### src/rtl/ttl_pkg.sv
// Shared types and constants for the TTL-equivalent logic blocks.
package ttl_pkg;

  // One-shot FSM states.
  typedef enum logic {
    OS_IDLE,
    OS_ACTIVE
  } oneshot_state_t;

  // Default pulse width in drive-clock cycles.
  localparam int ONESHOT_DEFAULT_TICKS = 16;

endpackage : ttl_pkg

### src/rtl/ttl_oneshot_if.sv
// Trigger/clear inputs and pulse outputs of the one-shot.
// The master side drives the triggers. The slave side is the one-shot itself.
interface ttl_oneshot_if;

  logic A_N;
  logic B;
  logic CLR_N;
  logic Q;
  logic Q_N;
  logic END_STB;

  modport master (
    output A_N,
    output B,
    output CLR_N,
    input  Q,
    input  Q_N,
    input  END_STB
  );

  modport slave (
    input  A_N,
    input  B,
    input  CLR_N,
    output Q,
    output Q_N,
    output END_STB
  );

endinterface : ttl_oneshot_if

### src/rtl/edge_det.sv
// Single-bit edge detector.
// It holds the previous sample of the input in a register that resets to RST_VAL.
// The edge output is combinational in the current cycle.
// DETECT_FALL chooses which edge it flags: 1 for a falling edge, 0 for a rising edge.
module edge_det #(
  parameter logic RST_VAL     = 1'b0,
  parameter bit   DETECT_FALL = 1'b0
) (
  input  logic CLK_DRV,
  input  logic RESET,
  input  logic d,
  output logic edge_o
);

  logic d_dly_reg;

  // Previous-cycle sample of the input.
  always_ff @(posedge CLK_DRV or posedge RESET) begin
    if (RESET) begin
      d_dly_reg <= RST_VAL;
    end else begin
      d_dly_reg <= d;
    end
  end

  generate
    if (DETECT_FALL) begin : g_fall
      assign edge_o = d_dly_reg & ~d;
    end else begin : g_rise
      assign edge_o = ~d_dly_reg & d;
    end
  endgenerate

endmodule : edge_det

### src/rtl/ttl_oneshot.sv
// 74123-style monostable, modelled synchronously on CLK_DRV.
// A tick counter stands in for the RC timing network.
// The outputs are Q, Q_N and a one-cycle END_STB when a pulse expires on its own.
// Build option: define ONESHOT_RETRIGGER_EN for 74123 behaviour, where a trigger
// during a pulse reloads the counter. The default build gives 74121 behaviour:
// triggers during a pulse are ignored.
module ttl_oneshot
  import ttl_pkg::*;
#(
  parameter  int WIDTH_TICKS = ONESHOT_DEFAULT_TICKS,
  localparam int CNT_W       = $clog2(WIDTH_TICKS + 1)
) (
  input logic          CLK_DRV,
  input logic          RESET,
  ttl_oneshot_if.slave bus
);

  localparam logic [CNT_W-1:0] RELOAD = CNT_W'(WIDTH_TICKS - 1);

  // Edge detectors, indexed 0: A_N fall, 1: B rise, 2: CLR_N rise.
  localparam logic [2:0] EDGE_RST  = 3'b101;
  localparam logic [2:0] EDGE_FALL = 3'b001;

  logic [2:0]     edge_in;
  logic [2:0]     edge_hit;
  logic           trigger;
  logic           armed_reg;
  logic           q;
  oneshot_state_t state_reg, state_next;
  logic [CNT_W-1:0] cnt_reg, cnt_next;
  logic           end_stb_reg, end_stb_next;

  assign edge_in = {bus.CLR_N, bus.B, bus.A_N};

  genvar gi;
  generate
    for (gi = 0; gi < 3; gi++) begin : g_edge
      edge_det #(
        .RST_VAL     (EDGE_RST[gi]),
        .DETECT_FALL (EDGE_FALL[gi])
      ) u_edge (
        .CLK_DRV (CLK_DRV),
        .RESET   (RESET),
        .d       (edge_in[gi]),
        .edge_o  (edge_hit[gi])
      );
    end
  endgenerate

  // Mask triggers in the first cycle after reset.
  // The reset values of the delayed samples would otherwise turn a static
  // A_N=0/B=1 level into a false edge.
  always_ff @(posedge CLK_DRV or posedge RESET) begin
    if (RESET) begin
      armed_reg <= 1'b0;
    end else begin
      armed_reg <= 1'b1;
    end
  end

  assign trigger = armed_reg & bus.CLR_N &
                   ((edge_hit[0] & bus.B) |
                    (edge_hit[1] & ~bus.A_N) |
                    (edge_hit[2] & ~bus.A_N & bus.B));

  // State, counter and end-of-pulse strobe registers.
  always_ff @(posedge CLK_DRV or posedge RESET) begin
    if (RESET) begin
      state_reg   <= OS_IDLE;
      cnt_reg     <= '0;
      end_stb_reg <= 1'b0;
    end else begin
      state_reg   <= state_next;
      cnt_reg     <= cnt_next;
      end_stb_reg <= end_stb_next;
    end
  end

  // Next state: clear overrides everything; otherwise start, count down or expire.
  always_comb begin
    state_next   = state_reg;
    cnt_next     = cnt_reg;
    end_stb_next = 1'b0;
    if (!bus.CLR_N) begin
      state_next = OS_IDLE;
      cnt_next   = '0;
    end else begin
      case (state_reg)
        OS_IDLE: begin
          if (trigger) begin
            state_next = OS_ACTIVE;
            cnt_next   = RELOAD;
          end
        end
        OS_ACTIVE: begin
`ifdef ONESHOT_RETRIGGER_EN
          if (trigger) begin
            cnt_next = RELOAD;
          end else
`endif
          if (cnt_reg != '0) begin
            cnt_next = cnt_reg - CNT_W'(1);
          end else begin
            state_next   = OS_IDLE;
            end_stb_next = 1'b1;
          end
        end
        default: begin
          state_next = OS_IDLE;
          cnt_next   = '0;
        end
      endcase
    end
  end

  // Clear gates Q combinationally, so Q drops in the same cycle CLR_N falls.
  assign q           = (state_reg == OS_ACTIVE) & bus.CLR_N;
  assign bus.Q       = q;
  assign bus.Q_N     = ~q;
  assign bus.END_STB = end_stb_reg;

endmodule : ttl_oneshot

### src/flat_wrapper.sv
// flat-port wrapper written by rule: the top's interface ports become plain ports
module ttl_oneshot_flat import ttl_pkg::*;
#(
  parameter  int WIDTH_TICKS = ONESHOT_DEFAULT_TICKS,
  localparam int CNT_W       = $clog2(WIDTH_TICKS + 1)
)
  (CLK_DRV, RESET, bus_A_N, bus_B, bus_CLR_N, bus_Q, bus_Q_N, bus_END_STB);
  ttl_oneshot_if bus_i ();
  input logic CLK_DRV;
  input logic RESET;
  input wire logic [$bits(bus_i.A_N)-1:0] bus_A_N;
  input wire logic [$bits(bus_i.B)-1:0] bus_B;
  input wire logic [$bits(bus_i.CLR_N)-1:0] bus_CLR_N;
  output wire logic [$bits(bus_i.Q)-1:0] bus_Q;
  output wire logic [$bits(bus_i.Q_N)-1:0] bus_Q_N;
  output wire logic [$bits(bus_i.END_STB)-1:0] bus_END_STB;
  assign bus_i.A_N = bus_A_N;
  assign bus_i.B = bus_B;
  assign bus_i.CLR_N = bus_CLR_N;
  assign bus_Q = bus_i.Q;
  assign bus_Q_N = bus_i.Q_N;
  assign bus_END_STB = bus_i.END_STB;
  ttl_oneshot #(.WIDTH_TICKS(WIDTH_TICKS)) u_core (.CLK_DRV(CLK_DRV), .RESET(RESET), .bus(bus_i));
endmodule
### config.mk
export PLATFORM = sky130hd
export DESIGN_NAME = ttl_oneshot_flat
export DESIGN_NICKNAME = d
export VERILOG_FILES = /design/src/rtl/ttl_pkg.sv /design/src/rtl/ttl_oneshot_if.sv /design/src/rtl/edge_det.sv /design/src/rtl/ttl_oneshot.sv /design/src/flat_wrapper.sv
export SDC_FILE = /design/constraint.sdc
export NUM_CORES = 1
export LEC_CHECK = 0
export ABC_AREA = 0
export CAP_MARGIN = 0
export CORE_AREA = 2 2 39 41
export CTS_BUF_LIST = sky130_fd_sc_hd__clkbuf_2
export CTS_CLUSTER_SIZE = 12
export DETAILED_ROUTE_END_ITERATION = 8
export DIE_AREA = 0 0 41 43
export PLACE_DENSITY = 0.59
export SLEW_MARGIN = 20
export SYNTH_ARGS = -nofsm -noshare
export SYNTH_HDL_FRONTEND = slang
export SYNTH_SLANG_ARGS = --single-unit
### constraint.sdc
create_clock -name CLK_DRV -period 2.4 [get_ports CLK_DRV]
set_input_delay 0.48 -clock CLK_DRV [delete_from_list [all_inputs] [get_ports CLK_DRV]]
set_output_delay 0.48 -clock CLK_DRV [all_outputs]
set_load 0.1 [all_outputs]
# After elaboration in Yosys (flattened, before gate mapping)
# Cells that the tools add are included.
[word_totals]
word_cells = 40
reg_bits = 11
[classes]
n_eq_ne = 2
n_addsub = 1
bitwise_logic = 17
reduce_logical = 2
muxes = 11
[op_table]
columns = ["op", "n"]
rows = [
  ["$mux 5", 3],
  ["$and 1x1->1", 10],
  ["$pmux 5 s2", 1],
  ["$mux 1", 6],
  ["$not 1->1", 5],
  ["$reduce_bool 5->1", 1],
  ["$sub 5x1->5 const B", 1],
  ["$ne 3x2->1 const B", 1],
  ["$ne 3x3->1 const B", 1],
  ["$or 1x1->1", 2],
  ["$pmux 1 s2", 1],
  ["$reduce_and 2->1", 1],
]

# Depth between registers and ports, before layout
[depth]
depth_word = 9
depth_mapped = 5
ltp_nobuf = 5

# Hierarchy
# Synthesis repeated with hierarchy kept, for this count alone.
[unflattened]
hier_cells = 49
area_unflattened_um2 = 536.8
[modules_own_cells]
columns = ["mod", "cells_each", "seq_area_each_um2", "area_per_inst_um2", "instances"]
rows = [
  ["ttl_oneshot", 40, 200.2, 406.6, 1],
  ["edge_det at u_core.g_edge[0].u_edge ...", 3, 26.3, 43.8, 2],
  ["edge_det at u_core.g_edge[1].u_edge", 3, 25.0, 42.5, 1],
]

# Least setup slack after synthesis
# Ideal clock, no wire load.
[synth_path]
kind = "input port to output port"
from = "in bus_CLR_N"
to = "out bus_Q"
n_path_buf = 0
path_stages = 2
setup_slack_ns = 0.004
arrival_time_ns = 1.916
cell_sequence = "nand2_1 inv_1"
[synth_via]
elab_chain_len = 1
[synth_lines]
columns = ["item", "line", "text"]
rows = [
  ["start: declaration", "flat_wrapper.sv:13", "input wire logic [$bits(bus_i.CLR_N)-1:0] bus_CLR_N;"],
  ["$and 1x1->1", "ttl_oneshot.sv:117", "assign q = (state_reg == OS_ACTIVE) & bus.CLR_N;"],
  ["end: declaration", "flat_wrapper.sv:14", "output wire logic [$bits(bus_i.Q)-1:0] bus_Q;"],
]
# No other way between the ends.

# Worst setup path in the final report
# Same ends and word-level chain as after synthesis.

==> reports/results.txt <==
antenna violations before repair = 0
worst vdd ir = 277 uV
Ant. Diodes = 0
buffers plus inverters on the worst setup path = 3
area grow syn2layout = 26.3%
ratio of cells with drive above 1 in the final layout = 22.6%
DRT Pass-1 Iters = 4
largest stage delay on the critical path = 630 ps
TritonCTS buffer count = 3
Worst Skew = 2.28 ps
max reg flops = 5
Lkg Pwr = 0.000284 uW
first-pass GRT wire length = 1530 um
status = finished clean
I/O Pins = 8
most common cell after layout, fill and taps aside = dfrtp_1
TritonCTS clock tree = built
Final Hold Vio Count = 0
Slowest-stage cell, CP = clkdlybuf4s50_1
1st-iter DRT viols = 6
Post-CTS Setup Bufs = 0
worst endpoint required time = 1920 ps
post-cts repair resize count = 0
vias per cell = 5.13
core area = 1380 um2
row count = 14
clock tree buffer depth = 2
Syn Area/Cell = 11.6 um2
most frequent cells in the layout = dfrtp_1, inv_1, clkbuf_2, clkdlybuf4s50_1
met3 GRT Util = 8.38%
Global Route met1 Usage = 17.7%
All-Layer GR Usage = 13.7%
pins over their slew limit = 0
largest net degree at the start of global routing = 12
post-route DRC violation count = 0
CP Capture Type = output port
startpoint types = input pin
Die Ht = 43 um
initial core utilization = 35.1%
period utilisation layout = 86.4%
post-DP HPWL = 627 um
total gr overflow = 0
Post-Place Cells = 65
die area = 1760 um2
Achievable Freq = 0.482 GHz
Antenna Nets Post-Route = 0
Root Driver = clkbuf_2
RePlAce Congestion = 0.795
sequential fraction of the synthesis area = 57.2%
Layout Cells excl Fill = 69
nets = 60
synth unique cells = 21
Fillers = 149
Worst-Skew Late Latency = 250 ps
PwrDens = 560 nW/um2
post-synth design cell area = 485 um2
final hold slack = 501 ps
min cycle time layout = 2070 ps
H-tree Lvls = 1
clk slew on worst S/H paths = 110 ps
Yosys Warn Count = 0
CP cell instances = clkdlybuf4s50_1 > nand2_1 > inv_1 > buf_12
layer with the highest usage = met2
Die X = 41 um
final wirelength = 862 um
vias = 354
Cells after Synth = 42
grt met2 use = 17.8%
crit-path max FO = 8
setup TNS = 0 ps
Synth Net Count = 48
Post-CTS Hold Fix Bufs = 0
WS Path Type = in2out
port bufs = 7
wire per inst = 12.5 um
Critical Path AT = 1590 ps
final setup fails = 0
Hold Crit Class = in2async
delay-heaviest family, CP = buffers and inverters
Yosys reg bits = 11
MaxCap Viol Count = 0
RSZ-0062 raised after global routing = no
vias in the first global route = 342
Num Clock Sinks = 11
-- through the flow --
| stage | setup WS [ps] | instance area, um2 | total power [uW] | utilization [%] |
|---|---|---|---|---|
| 4_1_cts | 314 | 613 | 349 | 44.3 |
| 5_1_grt | 244 | 613 | 367 | 44.3 |
| 3_3_place_gp | 353 | 593 | 243 | 42.9 |
| 3_5_place_dp | 316 | 593 | 243 | 42.9 |
| 2_1_floorplan | 3.84 | 485 | 227 | - |
| 6_report | 326 | 613 | 343 | 44.3 |
-- final timing paths --
check,from,endpoint,slack [ps],cells past startpoint
setup / recovery,bus_CLR_N,bus_Q,330,4
hold / removal,RESET,u_core.cnt_reg[1],500,2
setup reg to reg,u_core.cnt_reg[0],u_core.cnt_reg[3],570,5
hold reg to reg,u_core.cnt_reg[0],u_core.cnt_reg[0],590,2
max in group asynchronous,RESET,u_core.g_edge[0].u_edge.d_dly_reg,1570,2
min in group CLK_DRV,u_core.cnt_reg[0],u_core.cnt_reg[0],590,2
-- per-layer routing --
metal	vias up	part of all wire [%]
li1	173	-
met1	170	45
met2	11	47
met3	0	7.4
met4	0	0
met5	-	0
-- report_power, final --
group	leakage, uW	internal [uW]	total [uW]	switching (uW)
combinational	0.000126	18.4	40.8	22.4
clock	0.0000166	44.3	104	60.0
sequential	0.000141	193	198	5.09
total	0.000284	256	343	87.5
-- cell type report --
type	instances	area, um2	share of cell area (%)
Clock buffer	4	20.0	3.27
Inverter	7	26.3	4.29
Multi-Input combinational cell	24	181	29.6
Sequential cell	11	278	45.3
Tap cell	16	20.0	3.27
Timing Repair Buffer	7	87.6	14.3
-- synth_stat cells (all sizes together) --
cell type  count  area share, %
dfrtp          9             46
inv            7            5.4
nand2          3            2.3
nor2           3            2.3
a221oi         2            3.6
dfstp          2             11
o31ai          2            3.1
a21oi          1            1.0
a31oi          1            1.3
a32oi          1            3.4
and4bb         1            2.6
conb           1           0.77
ha             1            2.6
mux2i          1            2.1
nand3b         1            1.5
nor4           1            1.3
nor4b          1            1.8
o311ai         1            1.8
o31a           1            2.1
or4b           1            2.1
xnor2          1            1.8
-- logic make-up (layout without fill, tap and decap cells) --
family,after synthesis,count (layout),share of synthesized area [%]
other,1,1,0.772
multiplexers,1,1,2.06
buffers and inverters,7,18,5.41
XOR/XNOR,1,1,1.80
flip-flops,11,11,57.2
AO/OA/AOI/OAI,9,9,16.2
AND/OR/NAND/NOR,11,11,13.9
adder cells (fa/ha/maj),1,1,2.58
No activity file was read; power rests on OpenSTA's default activity.
